--- config.mk ---
export PLATFORM = sky130hd
export DESIGN_NAME = ps2_host_tx
export DESIGN_NICKNAME = d
export VERILOG_FILES = /design/src/rtl/ps2_host_tx.sv
export SDC_FILE = /design/constraint.sdc
export NUM_CORES = 1
export LEC_CHECK = 0
export CAP_MARGIN = 20
export CORE_MARGIN = 1.5
export CORE_UTILIZATION = 40
export DETAILED_ROUTE_END_ITERATION = 10
export PLACE_DENSITY = 0.58
export SETUP_SLACK_MARGIN = 0.15
export SYNTH_ARGS = -nofsm -noshare
export SYNTH_HDL_FRONTEND = slang
export SYNTH_SLANG_ARGS = --single-unit
--- constraint.sdc ---
create_clock -name clk -period 2.8 [get_ports clk]
set_clock_uncertainty 0.05 [all_clocks]
set_input_delay 0.28 -clock clk [delete_from_list [all_inputs] [get_ports clk]]
set_output_delay 0.28 -clock clk [all_outputs]
set_load 0.05 [all_outputs]
--- src/rtl/ps2_host_tx.sv ---
// ----------------------------------------------------------------------------
// ps2_host_tx
//   PS/2 host-to-device transmitter. Sends one command byte to the device over
//   the shared open-drain PS2_CLK / PS2_DAT bus. The host inhibits the bus and
//   issues a request-to-send. After that the device clocks the frame in
//   (start, D0..D7, odd parity, stop), then returns an ACK bit.
//
//   Optional watchdog: define PS2_TX_TIMEOUT_EN to abort a transfer whose
//   device stops clocking. When the watchdog fires the transfer ends with
//   tx_err=1.
//
// Ports
//   clk          system clock, rising edge
//   rst_n        asynchronous active-low reset
//   tx_data      byte to send, captured when the request is accepted
//   tx_start     transfer request, accepted only in IDLE
//   tx_busy      high from accept until the DONE cycle
//   tx_done      one-cycle end-of-transfer pulse
//   tx_err       one-cycle pulse with tx_done when the transfer failed
//   ps2_clk_in   raw PS/2 clock line (asynchronous)
//   ps2_dat_in   raw PS/2 data line (asynchronous)
//   ps2_clk_oe   1 = pull PS/2 clock low
//   ps2_dat_oe   1 = pull PS/2 data low
//
// State      | meaning
// -----------+-------------------------------------------------------------
// IDLE       | bus released, waiting for tx_start
// INHIBIT    | clock held low, data released
// START      | clock and data held low (start bit / request-to-send)
// SHIFT      | clock released; drive next bit on each device clock fall
// ACK        | stop bit out; sample device ACK on the next fall
// WAIT_IDLE  | wait for both lines to return high
// DONE       | tx_done (and tx_err on failure) for one cycle
// ----------------------------------------------------------------------------
module ps2_host_tx #(
  parameter int INHIBIT_CYCLES = 10000,
  parameter int SETUP_CYCLES   = 200,
  parameter int TIMEOUT_CYCLES = 2000000
) (
  input  logic       clk,
  input  logic       rst_n,
  input  logic [7:0] tx_data,
  input  logic       tx_start,
  output logic       tx_busy,
  output logic       tx_done,
  output logic       tx_err,
  input  logic       ps2_clk_in,
  input  logic       ps2_dat_in,
  output logic       ps2_clk_oe,
  output logic       ps2_dat_oe
);

  localparam int CNT_MAX = (INHIBIT_CYCLES > SETUP_CYCLES) ? INHIBIT_CYCLES : SETUP_CYCLES;
  localparam int CNT_W   = $clog2(CNT_MAX + 1);

  typedef enum logic [2:0] {
    S_IDLE,
    S_INHIBIT,
    S_START,
    S_SHIFT,
    S_ACK,
    S_WAIT_IDLE,
    S_DONE
  } state_t;

  state_t           state;
  logic             clk_meta, clk_sync, clk_prev;
  logic             dat_meta, dat_sync;
  logic             fall;
  logic [8:0]       shreg;      // {parity, data}; bit 0 is the next bit out
  logic [3:0]       bit_idx;
  logic [CNT_W-1:0] cnt;
  logic             ack_ok;

`ifdef PS2_TX_TIMEOUT_EN
  localparam int WD_W = $clog2(TIMEOUT_CYCLES + 1);
  logic [WD_W-1:0] wd_cnt;
`else
  // Without the watchdog TIMEOUT_CYCLES has no effect.
  if (TIMEOUT_CYCLES < 1) begin : g_timeout_unused
  end
`endif

  // Synchronizers reset to the idle-high bus level so reset never looks like a fall.
  always_ff @(posedge clk or negedge rst_n) begin
    if (!rst_n) begin
      clk_meta <= 1'b1;
      clk_sync <= 1'b1;
      clk_prev <= 1'b1;
      dat_meta <= 1'b1;
      dat_sync <= 1'b1;
    end else begin
      clk_meta <= ps2_clk_in;
      clk_sync <= clk_meta;
      clk_prev <= clk_sync;
      dat_meta <= ps2_dat_in;
      dat_sync <= dat_meta;
    end
  end

  assign fall = clk_prev & ~clk_sync;

  always_ff @(posedge clk or negedge rst_n) begin
    if (!rst_n) begin
      state      <= S_IDLE;
      shreg      <= '0;
      bit_idx    <= '0;
      cnt        <= '0;
      ack_ok     <= 1'b0;
      tx_busy    <= 1'b0;
      tx_done    <= 1'b0;
      tx_err     <= 1'b0;
      ps2_clk_oe <= 1'b0;
      ps2_dat_oe <= 1'b0;
`ifdef PS2_TX_TIMEOUT_EN
      wd_cnt     <= '0;
`endif
    end else begin
      tx_done <= 1'b0;
      tx_err  <= 1'b0;

      case (state)
        S_IDLE: begin
          if (tx_start) begin
            shreg      <= {~^tx_data, tx_data};
            tx_busy    <= 1'b1;
            ps2_clk_oe <= 1'b1;
            ps2_dat_oe <= 1'b0;
            cnt        <= CNT_W'(INHIBIT_CYCLES - 1);
            state      <= S_INHIBIT;
          end
        end

        S_INHIBIT: begin
          if (cnt == '0) begin
            ps2_dat_oe <= 1'b1;
            cnt        <= CNT_W'(SETUP_CYCLES - 1);
            state      <= S_START;
          end else begin
            cnt <= cnt - CNT_W'(1);
          end
        end

        S_START: begin
          if (cnt == '0) begin
            ps2_clk_oe <= 1'b0;
            bit_idx    <= '0;
            state      <= S_SHIFT;
          end else begin
            cnt <= cnt - CNT_W'(1);
          end
        end

        // Falls 1..9 put D0..D7 then parity on the line; fall 10 releases it (stop).
        S_SHIFT: begin
          if (fall) begin
            if (bit_idx == 4'd9) begin
              ps2_dat_oe <= 1'b0;
              state      <= S_ACK;
            end else begin
              ps2_dat_oe <= ~shreg[0];
              shreg      <= {1'b0, shreg[8:1]};
              bit_idx    <= bit_idx + 4'd1;
            end
          end
        end

        S_ACK: begin
          if (fall) begin
            ack_ok <= ~dat_sync;
            state  <= S_WAIT_IDLE;
          end
        end

        S_WAIT_IDLE: begin
          if (clk_sync && dat_sync) begin
            tx_done <= 1'b1;
            tx_err  <= ~ack_ok;
            tx_busy <= 1'b0;
            state   <= S_DONE;
          end
        end

        S_DONE: begin
          state <= S_IDLE;
        end

        default: begin
          state <= S_IDLE;
        end
      endcase

`ifdef PS2_TX_TIMEOUT_EN
      // Overrides the normal transitions above when the device stalls.
      if (state == S_START && cnt == '0) begin
        wd_cnt <= '0;
      end else if (state == S_SHIFT || state == S_ACK || state == S_WAIT_IDLE) begin
        if (wd_cnt == WD_W'(TIMEOUT_CYCLES - 1)) begin
          ps2_clk_oe <= 1'b0;
          ps2_dat_oe <= 1'b0;
          tx_done    <= 1'b1;
          tx_err     <= 1'b1;
          tx_busy    <= 1'b0;
          state      <= S_DONE;
        end else begin
          wd_cnt <= wd_cnt + WD_W'(1);
        end
      end
`endif
    end
  end

endmodule
==> summary.md <==
| Metric | Value |
|---|---|
| DR vias | 1,704 |
| Clock Sinks | 41 |
| Unrepaired setup endpoints after global routing | false |
| Detailed-route DRC error count | 0 |
| Synth Register Bits | 41 |
| Final TNS setup | 0 ns |
| Simple-gate share of the synthesized area | 0.177 |
| Syn Nets | 234 |
| Longest Clk Path Bufs | 2 |
| Post-synthesis instance area | 2150 µm² |
| Post-Place Cell Area | 2420 µm² |
| Startpoint Class | flop |
| Die Y | 76.4 µm |
| Vias per cell | 5.43 |
| Largest cells by area after synthesis | dfrtp_1, dfstp_2, nor2_1 |
| 1st-iter DRT viols | 109 |
| Root Driver | clkbuf_8 |
| Clk_lat worst skew | 0.30 ns |
| Max-cap violations | 0 |
| Finished Layout Cells | 314 |
| Final WL | 4670 µm |
| Adder-Cell Fraction of Synth Area | 0.0174 |
| Critical path capture point type | flop |
| Num rows | 26 |
| Gate Count Post-Synth | 218 |
| Mean Syn Cell Area | 9.88 µm² |
| Initial antenna violation count | 0 |
| Total Routing Usage GR | 0.179 |
| Synth Area in XOR/XNOR | 0.0488 |
| Final net count | 259 |
| Share of cells above drive strength 1 | 0.127 |
| Vias in the first global route | 1,757 |
| Area fraction in compound gates after synthesis | 0.202 |
| ANT nets after route | 0 |
| Final hold viol count | 0 |
| Global route overflow | 0 |
| FMAX | 425 MHz |
| Post-layout min period | 2.35 ns |
| Lkg Pwr | 1.05 nW |
| Least-Margin Pin Slew | 0.915 ns |
| HPWL after DPL | 3310 µm |
| Synth warn | 0 |
| VDD IR max | 0.591 mV |
| Fin crit share | 0.841 |
| CP Class | reg -> reg |
| Outcome | complete, no violations |
| CP required | 2.95 ns |
| Synth unique cells | 48 |
| Final routed wire length divided by cell count | 14.9 µm |
| ANT cells | 0 |
| Final Cell Area | 2510 µm² |
| PnR Total Power | 2.26 mW |
| Initial Util | 0.419 |
| Setup-failing EPs final | 0 |
| Die W | 76.4 µm |
| First-pass GRT wire length | 8340 µm |
| Multiplexer share of the synthesized area | 0.0418 |
| # port buffers | 17 |
| Die area | 5840 µm² |
| Worst Path Arrival | 2.50 ns |
| Post-synth EDFFs | 0 |
| Leading area contributor after synthesis | dfrtp_1 |
| Largest net degree at the start of global routing | 42 |
| CTS clock-pin slew for the worst setup and hold paths | 0.09 ns |
| Area grow syn2layout | 16.4% |
| I/O pins | 18 |
| Top_reg_cell synth | dfrtp_1 |
| Slew Viols, Final | 0 |
| H-tree depth | 2 |
| Max transition margin | 0.390 |
| Main combinational cell family by area after synthesis | compound AO/OA/AOI/OAI gates |
| Routability Congestion | 0.883 |
| Post-synthesis sequential area ratio | 0.479 |
| Pre-antenna DRT Iters | 4 |
| Worst Path Max Fanout | 8 |
| Hold crit path type | in -> async |
| Pwr Density | 903 nW/µm² |
| Num CTS Buffers | 5 |
| Yosys top cell area share | 0.418 |
| CTS tree | done |
| Placed cell count | 306 |
| Core box area | 5140 µm² |
| Post-synth ARST share | 1.00 |
Yosys cell counts, drive strengths merged, types with 4 or more instances:
cell,n
dfrtp,36
nor2,27
a21oi,20
o21ai,20
mux2i,9
xnor2,8
clkbuf,7
inv,6
nand2,6
nor3,6
o31ai,6
dfstp,5
nand3,5
o211ai,5
xor2,4
critical path: stages (launching register included):
cell and delay [ns]:
dfrtp_1 0.42, inv_1 0.06, ha_1 0.23, nor3b_1 0.17, buf_4 0.16, and4_2 0.29, a21oi_1 0.47, o21ai_0 0.17
a32o_1 0.23
layout by cell type (no fill, tap or decap), drive strengths merged, types with 2 or more instances in the layout:
cell	n
nor4	3
or3	3
nor3b	3
dfrtp	36
and2	2
nand2	6
o21ai	20
ha	3
o41ai	2
a21oi	20
inv	6
buf	10
a32o	2
a22o	2
nand2b	3
a31oi	2
a2bb2oi	2
xor2	4
nor3	6
o31ai	6
nand3	5
or2	3
dfstp	5
o211ai	5
xnor2	8
nor2	27
nand3b	2
clkbuf	6
clkdlybuf4s50	16
mux2i	9
clkinv	2
through the flow:
step                      utilization  setup WS, ns  hold WS, ns
final                           0.488         0.445       0.0537
after global routing            0.488         0.207        0.146
after CTS                       0.488         0.414        0.105
after detailed placement        0.472         0.433        0.299
after global placement          0.472         0.459        0.296
after floorplan                     -         0.586      -0.0656
logic make-up (layout without fill, tap and decap cells):
kind of cell / Yosys count / in the layout
AOI/OAI and AO/OA: 69 / 69
DFF: 41 / 41
buffers and inverters: 14 / 40
muxes: 9 / 9
and+or+nand+nor: 70 / 70
adders and majority gates: 3 / 3
xor gates and xnor gates: 12 / 12
where the power goes:
group / internal (mW) / switching, mW / total (mW)
Sequential: 0.759 / 0.174 / 0.933
Clock: 0.173 / 0.204 / 0.377
Combinational: 0.404 / 0.551 / 0.955
per-layer routing:
layer  GRT usage  share of wire
met5           0              0
met4      0.0870          0.026
met2       0.281           0.47
met3      0.0359          0.031
met1       0.236           0.47
layout make-up:
class                      count  area, µm²
fill                         533       2630
clock inverter                 2       10.0
multi-input combinational    163       1050
sequential                    41       1030
tap                           70       87.6
timing repair buffer          26        233
clock buffer                   6       72.6
inverter                       6       22.5
repair_timing:
item,CTS,global route
setup buffers,0,0
hold buffers,0,0
endpoints found under the setup margin,0,1
gates resized for setup,0,1
registers in the layout (all words and copies together) (netlist names), 3 cells and up:
name / flops
state: 3
shreg: 9
bit_idx: 4
cnt: 14
path summary, 6_finish.rpt:
check | from | to | slack [ns] | depth (start not counted)
setup reg to reg | cnt[0] | cnt[10] | 0.45 | 8
hold / removal | rst_n | cnt[1] | 0.05 | 1
hold reg to reg | clk_meta | clk_sync | 0.31 | 0
min in group clk | clk_meta | clk_sync | 0.31 | 0
max in group asynchronous | rst_n | tx_err | 2.06 | 1
setup / recovery | cnt[0] | cnt[10] | 0.45 | 8
Power figures use the tool's default switching activity.
